--- src/rtl/nn_dense_layer.sv ---
// nn_dense_layer: fully connected layer with one shared MAC, signed Q-format.
// Macro NN_RELU_EN selects ReLU activation; undefined gives identity.
package ap_parameters;
    localparam int NN_DATA_WIDTH  = 16;
    localparam int NN_ARRAY_WIDTH = 26;
endpackage

module nn_dense_layer
    import ap_parameters::*;
#(
    parameter int NEURONS    = 8,
    parameter int FRAC_BITS  = 8,
    parameter int ACC_WIDTH  = 40,
    parameter int ADDR_WIDTH = 8
) (
    input  logic                                         clk,
    input  logic                                         rst,
    input  logic                                         start,
    input  logic [NN_ARRAY_WIDTH-1:0][NN_DATA_WIDTH-1:0] data_in,
    output logic [ADDR_WIDTH-1:0]                        weight_addr,
    input  logic signed [NN_DATA_WIDTH-1:0]              weight_data,
    output logic                                         busy,
    output logic                                         done,
    output logic [NEURONS-1:0][NN_DATA_WIDTH-1:0]        data_out
);

    localparam int DW     = NN_DATA_WIDTH;
    localparam int AW     = NN_ARRAY_WIDTH;
    localparam int STRIDE = AW + 1;
    localparam int PW     = 2 * DW;
    localparam int JW     = $clog2(AW + 2);
    localparam int NW     = (NEURONS > 1) ? $clog2(NEURONS) : 1;

    localparam logic signed [ACC_WIDTH-1:0] SAT_MAX =
        ACC_WIDTH'((64'sd1 <<< (DW - 1)) - 64'sd1);
    localparam logic signed [ACC_WIDTH-1:0] SAT_MIN = ~SAT_MAX;

    typedef enum logic [1:0] {IDLE, MAC, BIAS, DONE} state_t;

    state_t state, state_nxt;

    logic [AW-1:0][DW-1:0]       x_q;
    logic signed [ACC_WIDTH-1:0] acc;
    logic [NW-1:0]               n;
    logic [JW-1:0]               j;
    logic [ADDR_WIDTH-1:0]       base;
    logic [NEURONS-1:0][DW-1:0]  staging;
    logic [NEURONS-1:0][DW-1:0]  staging_nxt;

    logic [DW-1:0]               xsel;
    logic signed [PW-1:0]        prod;
    logic signed [ACC_WIDTH-1:0] bias_ext;
    logic signed [ACC_WIDTH-1:0] sum;
    logic signed [ACC_WIDTH-1:0] shifted;
    logic [DW-1:0]               sat;
    logic [DW-1:0]               act;

    assign busy = (state == MAC) || (state == BIAS);
    assign done = (state == DONE);

    // State register
    always_ff @(posedge clk or posedge rst) begin
        if (rst) state <= IDLE;
        else     state <= state_nxt;
    end

    // Next state and weight address; address only driven while in MAC
    always_comb begin
        state_nxt   = state;
        weight_addr = '0;
        case (state)
            IDLE: if (start) state_nxt = MAC;
            MAC: begin
                weight_addr = base + ADDR_WIDTH'(j);
                if (j == JW'(AW)) state_nxt = BIAS;
            end
            BIAS: state_nxt = (n == NW'(NEURONS - 1)) ? DONE : MAC;
            DONE: state_nxt = IDLE;
            default: state_nxt = IDLE;
        endcase
    end

    // Product of the input paired with the word returned for the previous address
    always_comb begin
        xsel     = (j == '0) ? '0 : x_q[j - JW'(1)];
        prod     = PW'($signed(xsel)) * PW'(weight_data);
        bias_ext = ACC_WIDTH'(weight_data) <<< FRAC_BITS;
        sum      = acc + bias_ext;
        shifted  = sum >>> FRAC_BITS;
    end

    // Saturate to the data width, then apply the activation
    always_comb begin
        if (shifted > SAT_MAX)      sat = {1'b0, {(DW-1){1'b1}}};
        else if (shifted < SAT_MIN) sat = {1'b1, {(DW-1){1'b0}}};
        else                        sat = shifted[DW-1:0];
`ifdef NN_RELU_EN
        act = sat[DW-1] ? '0 : sat;
`else
        act = sat;
`endif
    end

    // Staging with the current neuron's result merged in during BIAS
    always_comb begin
        staging_nxt = staging;
        if (state == BIAS) staging_nxt[n] = act;
    end

    // Datapath: capture, accumulate, bias/write-back, neuron sequencing
    always_ff @(posedge clk or posedge rst) begin
        if (rst) begin
            x_q      <= '0;
            acc      <= '0;
            n        <= '0;
            j        <= '0;
            base     <= '0;
            staging  <= '0;
            data_out <= '0;
        end else begin
            case (state)
                IDLE: if (start) begin
                    x_q  <= data_in;
                    acc  <= '0;
                    n    <= '0;
                    j    <= '0;
                    base <= '0;
                end
                MAC: begin
                    if (j != '0) acc <= acc + ACC_WIDTH'(prod);
                    j <= j + JW'(1);
                end
                BIAS: begin
                    acc     <= '0;
                    j       <= '0;
                    staging <= staging_nxt;
                    if (state_nxt == MAC) begin
                        n    <= n + NW'(1);
                        base <= base + ADDR_WIDTH'(STRIDE);
                    end else begin
                        data_out <= staging_nxt;
                    end
                end
                default: ;
            endcase
        end
    end

endmodule

--- config.mk ---
export PLATFORM = sky130hd
export DESIGN_NAME = nn_dense_layer
export DESIGN_NICKNAME = d
export VERILOG_FILES = /design/src/rtl/nn_dense_layer.sv
export SDC_FILE = /design/constraint.sdc
export NUM_CORES = 2
export LEC_CHECK = 0
export ABC_AREA = 1
export BUFFER_PORTS_ARGS = -buffer_cell sky130_fd_sc_hd__buf_2
export CORE_MARGIN = 2
export CORE_UTILIZATION = 60
export CTS_BUF_LIST = sky130_fd_sc_hd__clkbuf_8 sky130_fd_sc_hd__clkbuf_16
export CTS_CLUSTER_DIAMETER = 150
export DETAILED_ROUTE_END_ITERATION = 8
export PLACE_DENSITY_LB_ADDON = 0.1
export RECOVER_POWER = 100
export SYNTH_ARGS = -nofsm -noshare
export SYNTH_HDL_FRONTEND = slang
export SYNTH_SLANG_ARGS = --single-unit
--- constraint.sdc ---
create_clock -name clk -period 27.6 [get_ports clk]
set_clock_uncertainty 0.1 [all_clocks]
set_input_delay 0 -clock clk [delete_from_list [all_inputs] [get_ports clk]]
set_output_delay 0 -clock clk [all_outputs]
set_load 0.1 [all_outputs]
==> Flow_metrics.wiki, run 1 <==
{| class="wikitable"
! Metric !! Value
|-
| Cell type with the highest aggregate area in the netlist || sky130_fd_sc_hd__dfrtp_1
|-
| Wire length of the first global-routing pass || 327 mm
|-
| Post-synthesis register bit count || 730
|-
| Via count of the first global-routing pass || 53,911
|-
| Synthesis warning total || 0
|-
| Number of clock buffers inserted by TritonCTS || between 80 and 90
|-
| DPL Wire Length || roughly 120 mm
|-
| Effective utilization at floorplan || 0.608
|-
| Number of cells produced by synthesis || between 6,000 and 7,000
|-
| Mapped cell area || 49,200 um2
|-
| CTS Root Buffer Type || sky130_fd_sc_hd__clkbuf_16
|-
| Area after detailed placement || roughly 52,000 um2
|-
| Library cells used by synthesis || 57
|-
| Global routing usage summed across all routing layers || 0.501
|-
| Post-CTS Hold Buffers || around 600
|-
| GRT Residual Overflow || approximately 310
|-
| Cell row count || around 100
|-
| Post-synth EDFFs || 0
|-
| Post-cts gate resize count || 0
|-
| Cell types occupying the most area after synthesis || sky130_fd_sc_hd__dfrtp_1, sky130_fd_sc_hd__nand2_1, sky130_fd_sc_hd__fa_1
|-
| Count of input and output buffers || around 570
|-
| Async set-reset flop share out of synthesis || 1.00
|-
| Run status || aborted with a tool error
|-
| Clk buf depth || 3
|-
| Post-synth net total || around 7,100
|-
| Postcts setup bufs || 0
|-
| Syn avg cell area || a little under 8 um2
|-
| Error Message || [ERROR GRT-0116] Global routing finished with congestion. Check the congestion regions in the DRC Viewer.
|-
| Boundary Pins || 573
|-
| Portion of the post-synthesis area used by sequential elements || 0.372
|-
| Number of levels the H-tree was split into || 3
|-
| Maximum number of pins on one net before global-route repair || ~230
|-
| Last stage reached || global routing (5_1_grt)
|-
| Routability congestion estimate || 0.956
|-
| Die width || between 200 and 300 um
|-
| Area share of the leading cell type in the synthesized netlist || 0.372
|-
| Die H || 290 um
|-
| Top flip-flop cell by instance count after synthesis || sky130_fd_sc_hd__dfrtp_1
|-
| TritonCTS Sinks || 730
|}
[Yosys cell counts (all sizes together) (2+ instances only)]
cell,number
and2,5
nand3b,3
xor2,21
a311o,6
and3,3
nor3,35
mux2i,15
o21ai,327
o22ai,6
a221oi,10
nand3,444
o31ai,16
a31oi,12
nor4,2
nand2,2226
or2,125
o211ai,15
clkinv,6
o21bai,11
ha,163
nand4,15
inv,723
dfrtp,730
o32ai,7
a21oi,316
fa,332
a22oi,2
a32o,4
a211oi,15
a22o,5
clkbuf,196
nor3b,2
nor2,266
o311ai,15
xnor2,13
buf,115
[cells by family after synthesis]
group	after synthesis	share of synthesized area
compound gates	773	0.0868
xor+xnor	34	0.00606
mux	15	0.00305
buf+inv	1040	0.0844
flops	730	0.372
fa+ha+maj	495	0.177
simple gates	3127	0.272
[metal layers]
metal,global-route usage,GRT overflow
met3,0.256,0
met1,0.596,0
met5,0.0760,0
met2,0.712,181
met4,0.311,124
[through the flow]
step                instances  worst slack [ns]
floorplan                6214              7.02
global placement         7576             17.01
CTS                      8321             16.87
detailed placement       7576             16.92
==> inputs of run 2 (changes only) <==
--- a/config.mk
+++ b/config.mk
@@ -8,11 +8,9 @@
 export ABC_AREA = 1
 export BUFFER_PORTS_ARGS = -buffer_cell sky130_fd_sc_hd__buf_2
 export CORE_MARGIN = 2
-export CORE_UTILIZATION = 60
-export CTS_BUF_LIST = sky130_fd_sc_hd__clkbuf_8 sky130_fd_sc_hd__clkbuf_16
-export CTS_CLUSTER_DIAMETER = 150
+export CORE_UTILIZATION = 40
 export DETAILED_ROUTE_END_ITERATION = 8
-export PLACE_DENSITY_LB_ADDON = 0.1
+export PLACE_DENSITY_LB_ADDON = 0.15
 export RECOVER_POWER = 100
 export SYNTH_ARGS = -nofsm -noshare
 export SYNTH_HDL_FRONTEND = slang
==> Flow_metrics.wiki, run 2 <==
{| class="wikitable"
! Metric !! Value
|-
| Run status || finished with violations
|-
| Violated checks || capacitance limit, slew limit
|-
| Cell repeated most along the worst path || sky130_fd_sc_hd__fa_1
|-
| Post-synth EDFFs || 0 (unchanged)
|-
| Unrepaired setup endpoints after global routing || false
|-
| Setup TNS || 0 ns
|-
| Wire length of the first global-routing pass || 298 mm
|-
| Number of cells produced by synthesis || 6,214 (unchanged)
|-
| Initial antenna violation count || a little under 50
|-
| Number of clock buffers inserted by TritonCTS || 86 (+6.2%)
|-
| Final period utilization || 0.660
|-
| Post-synth net total || 7,144 (unchanged)
|-
| Minimum period implied by the final worst setup slack || roughly 18 ns
|-
| Cell row count || 128 (+23%)
|-
| Area growth from synthesis to layout || 27.0%
|-
| Element type at the critical path start || register
|-
| Post-cts gate resize count || 0 (unchanged)
|-
| Post-CTS Hold Buffers || 688 (+15%)
|-
| Area share of the leading cell type in the synthesized netlist || 0.372 (unchanged)
|-
| Post-detailed-routing wire length || 194 mm
|-
| Share of layout cells above drive strength 1 || 0.110
|-
| Data arrival time of the critical path || ~19 ns
|-
| Detailed-route via count || between 40,000 and 50,000
|-
| Maximum operating frequency || approximately 55 MHz
|-
| Number of nets with antenna violations after detailed routing || 0
|-
| Top register by number of flip-flops || x_q
|-
| Largest registers || x_q: 416 flops, data_out: 128 flops, staging: 128 flops
|-
| Count of input and output buffers || 572 (unchanged)
|-
| Maximum number of pins on one net before global-route repair || around 160
|-
| Number of levels the H-tree was split into || 3 (unchanged)
|-
| Worst hold slack after final layout || 0.0192 ns
|-
| Critical Path End Type || register
|-
| Dominant cell by count in the synthesized netlist || sky130_fd_sc_hd__nand2_1
|-
| Syn avg cell area || 7.91 um2 (unchanged)
|-
| Worst Max-Slew Pin Slew || between 5 and 6 ns
|-
| TritonCTS Sinks || 730 (unchanged)
|-
| Post-synthesis register bit count || 730 (unchanged)
|-
| Drc violations || 0
|-
| Async set-reset flop share out of synthesis || 1.00 (unchanged)
|-
| Area after detailed placement || 53,200 um2 (+1.4%)
|-
| Postcts setup bufs || 0 (unchanged)
|-
| Via count of the first global-routing pass || 48,073
|-
| Effective utilization at floorplan || 0.403 (-0.205)
|-
| Highest-count cells in the layout ignoring fill and taps || sky130_fd_sc_hd__nand2_1, sky130_fd_sc_hd__dfrtp_1, sky130_fd_sc_hd__inv_1, sky130_fd_sc_hd__dlygate4sd3_1, sky130_fd_sc_hd__buf_2
|-
| Core Region || ~120,000 um2
|-
| Clock tree from TritonCTS || yes
|-
| Final std cell area, no fill || 62,400 um2
|-
| Insertion delay to the later sink of the worst-skew pair || 0.68 ns
|-
| Library cells used by synthesis || 57 (unchanged)
|-
| Routability congestion estimate || 0.898 (-6.0%)
|-
| Synth cell count leaders || sky130_fd_sc_hd__nand2_1, sky130_fd_sc_hd__dfrtp_1, sky130_fd_sc_hd__inv_1, sky130_fd_sc_hd__nand3_1, sky130_fd_sc_hd__fa_1
|-
| CTS Root Buffer Type || sky130_fd_sc_hd__clkbuf_16
|-
| Most frequent standard cell in the layout excluding fill and tap cells || sky130_fd_sc_hd__nand2_1
|-
| Final net count || approximately 8,200
|-
| Synthesis warning total || 0 (unchanged)
|-
| Detailed-route wire length per cell || around 21 um
|-
| Slew Viols, Final || around 1,900
|-
| Mapped cell area || 49,200 um2 (unchanged)
|-
| Final hold violations || 0
|-
| Number of design-rule violations left by the first detailed-router iteration || a little under 5,000
|-
| Cell type with the highest aggregate area in the netlist || sky130_fd_sc_hd__dfrtp_1
|-
| Die width || 355 um (+22%)
|-
| Clock transition at the register clock pins on the worst setup and hold paths after CTS || ~0.060 ns
|-
| Worst EP required || ~28 ns
|-
| Maxcap violations || 26
|-
| Vias/cell || around 5.3
|-
| Cell types occupying the most area after synthesis || sky130_fd_sc_hd__dfrtp_1, sky130_fd_sc_hd__nand2_1, sky130_fd_sc_hd__fa_1
|-
| Relative slew slack || -2.53
|-
| Slowest CP cell || sky130_fd_sc_hd__clkbuf_1
|-
| Portion of the post-synthesis area used by sequential elements || 0.372 (unchanged)
|-
| Critical path type || register to register
|-
| GRT Residual Overflow || 0
|-
| Die H || 355 um (+22%)
|-
| Slack of the worst reg-to-reg path || ~9.4 ns
|-
| Min-delay worst type || primary input to register
|-
| Global routing usage summed across all routing layers || 0.311
|-
| Max FFs per register || 416
|-
| Boundary Pins || 573 (unchanged)
|-
| Die area || 126,000 um2
|-
| Top fanout value on the critical path || between 60 and 70
|-
| DPL Wire Length || 128 mm (+9.9%)
|-
| Top flip-flop cell by instance count after synthesis || sky130_fd_sc_hd__dfrtp_1
|-
| Largest incremental delay on the critical path || 2.21 ns
|-
| Setup violation total in the final timing report || 0
|-
| First-pass iteration count of the detailed router || 7
|-
| Clk buf depth || 3 (unchanged)
|}
==> run 2: cell counts after synthesis <==
No cell type changed its count.
==> run 2: kinds of logic (layout without fill, tap and decap cells) <==
family          count (synthesis)  in the layout  share of synthesized area
compound gates                773            773                     0.0868
xor+xnor                       34             34                    0.00606
fa+ha+maj                     495            495                      0.177
buf+inv                      1040           2194                     0.0844
flops                         730            730                      0.372
mux                            15             15                    0.00305
other cells                     0             30                          0
simple gates                 3127           3127                      0.272
==> run 2: metal layers <==
layer,GRT usage,vias to the layer above,share of wire
li1,-,21663,-
met1,0.430,23217,0.44
met2,0.469,2007,0.44
met3,0.0694,562,0.076
met4,0.133,26,0.046
met5,0,-,0.00088
==> run 2: area by class of cell <==
type                    count  area, um2
diodes                     30       75.1
clock buffers             124       2510
clock inverters            33        460
fillers                 11504      59400
inverters                 729       2750
multi-input cells        4444      26500
flip-flops and latches    730      18300
well taps                1625       2030
repair buffers           1308       9870
==> run 2: worst max-delay path: cells and delay by family, from the launching register on <==
kind,cells,cell delay (ns)
AOI/OAI and AO/OA,11,3.12
and+or+nand+nor,5,1.06
buffers and inverters,9,7.68
DFF,1,1.71
adders and majority gates,8,4.30
==> run 2: stage by stage <==
stage | instances | setup WS [ns] | util
final | 9023 | 9.39 | 0.512
after global routing | 9007 | 8.58 | 0.512
after detailed placement | 8148 | 16.42 | 0.436
after floorplan | 6214 | 7.02 | -
after CTS | 8993 | 16.41 | 0.517
after global placement | 8148 | 16.49 | 0.436
==> run 2: worst paths after layout <==
check	from	to	cells past startpoint
setup / recovery	j[0]$_DFFE_PP0P_	acc[34]$_DFFE_PP0P_	33
hold / removal	data_in[132]	x_q[132]$_DFFE_PP0P_	4
setup reg to reg	j[0]$_DFFE_PP0P_	acc[34]$_DFFE_PP0P_	33
hold reg to reg	staging[12]$_DFFE_PP0P_	staging[12]$_DFFE_PP0P_	2
max in group asynchronous	rst	data_out[27]$_DFFE_PP0P_	7
min in group asynchronous	rst	x_q[251]$_DFFE_PP0P_	4
Power of run 2 is left out: the tool's default activity adds up to more than one toggle a clock period on the data nets, which glitch-free logic cannot reach.
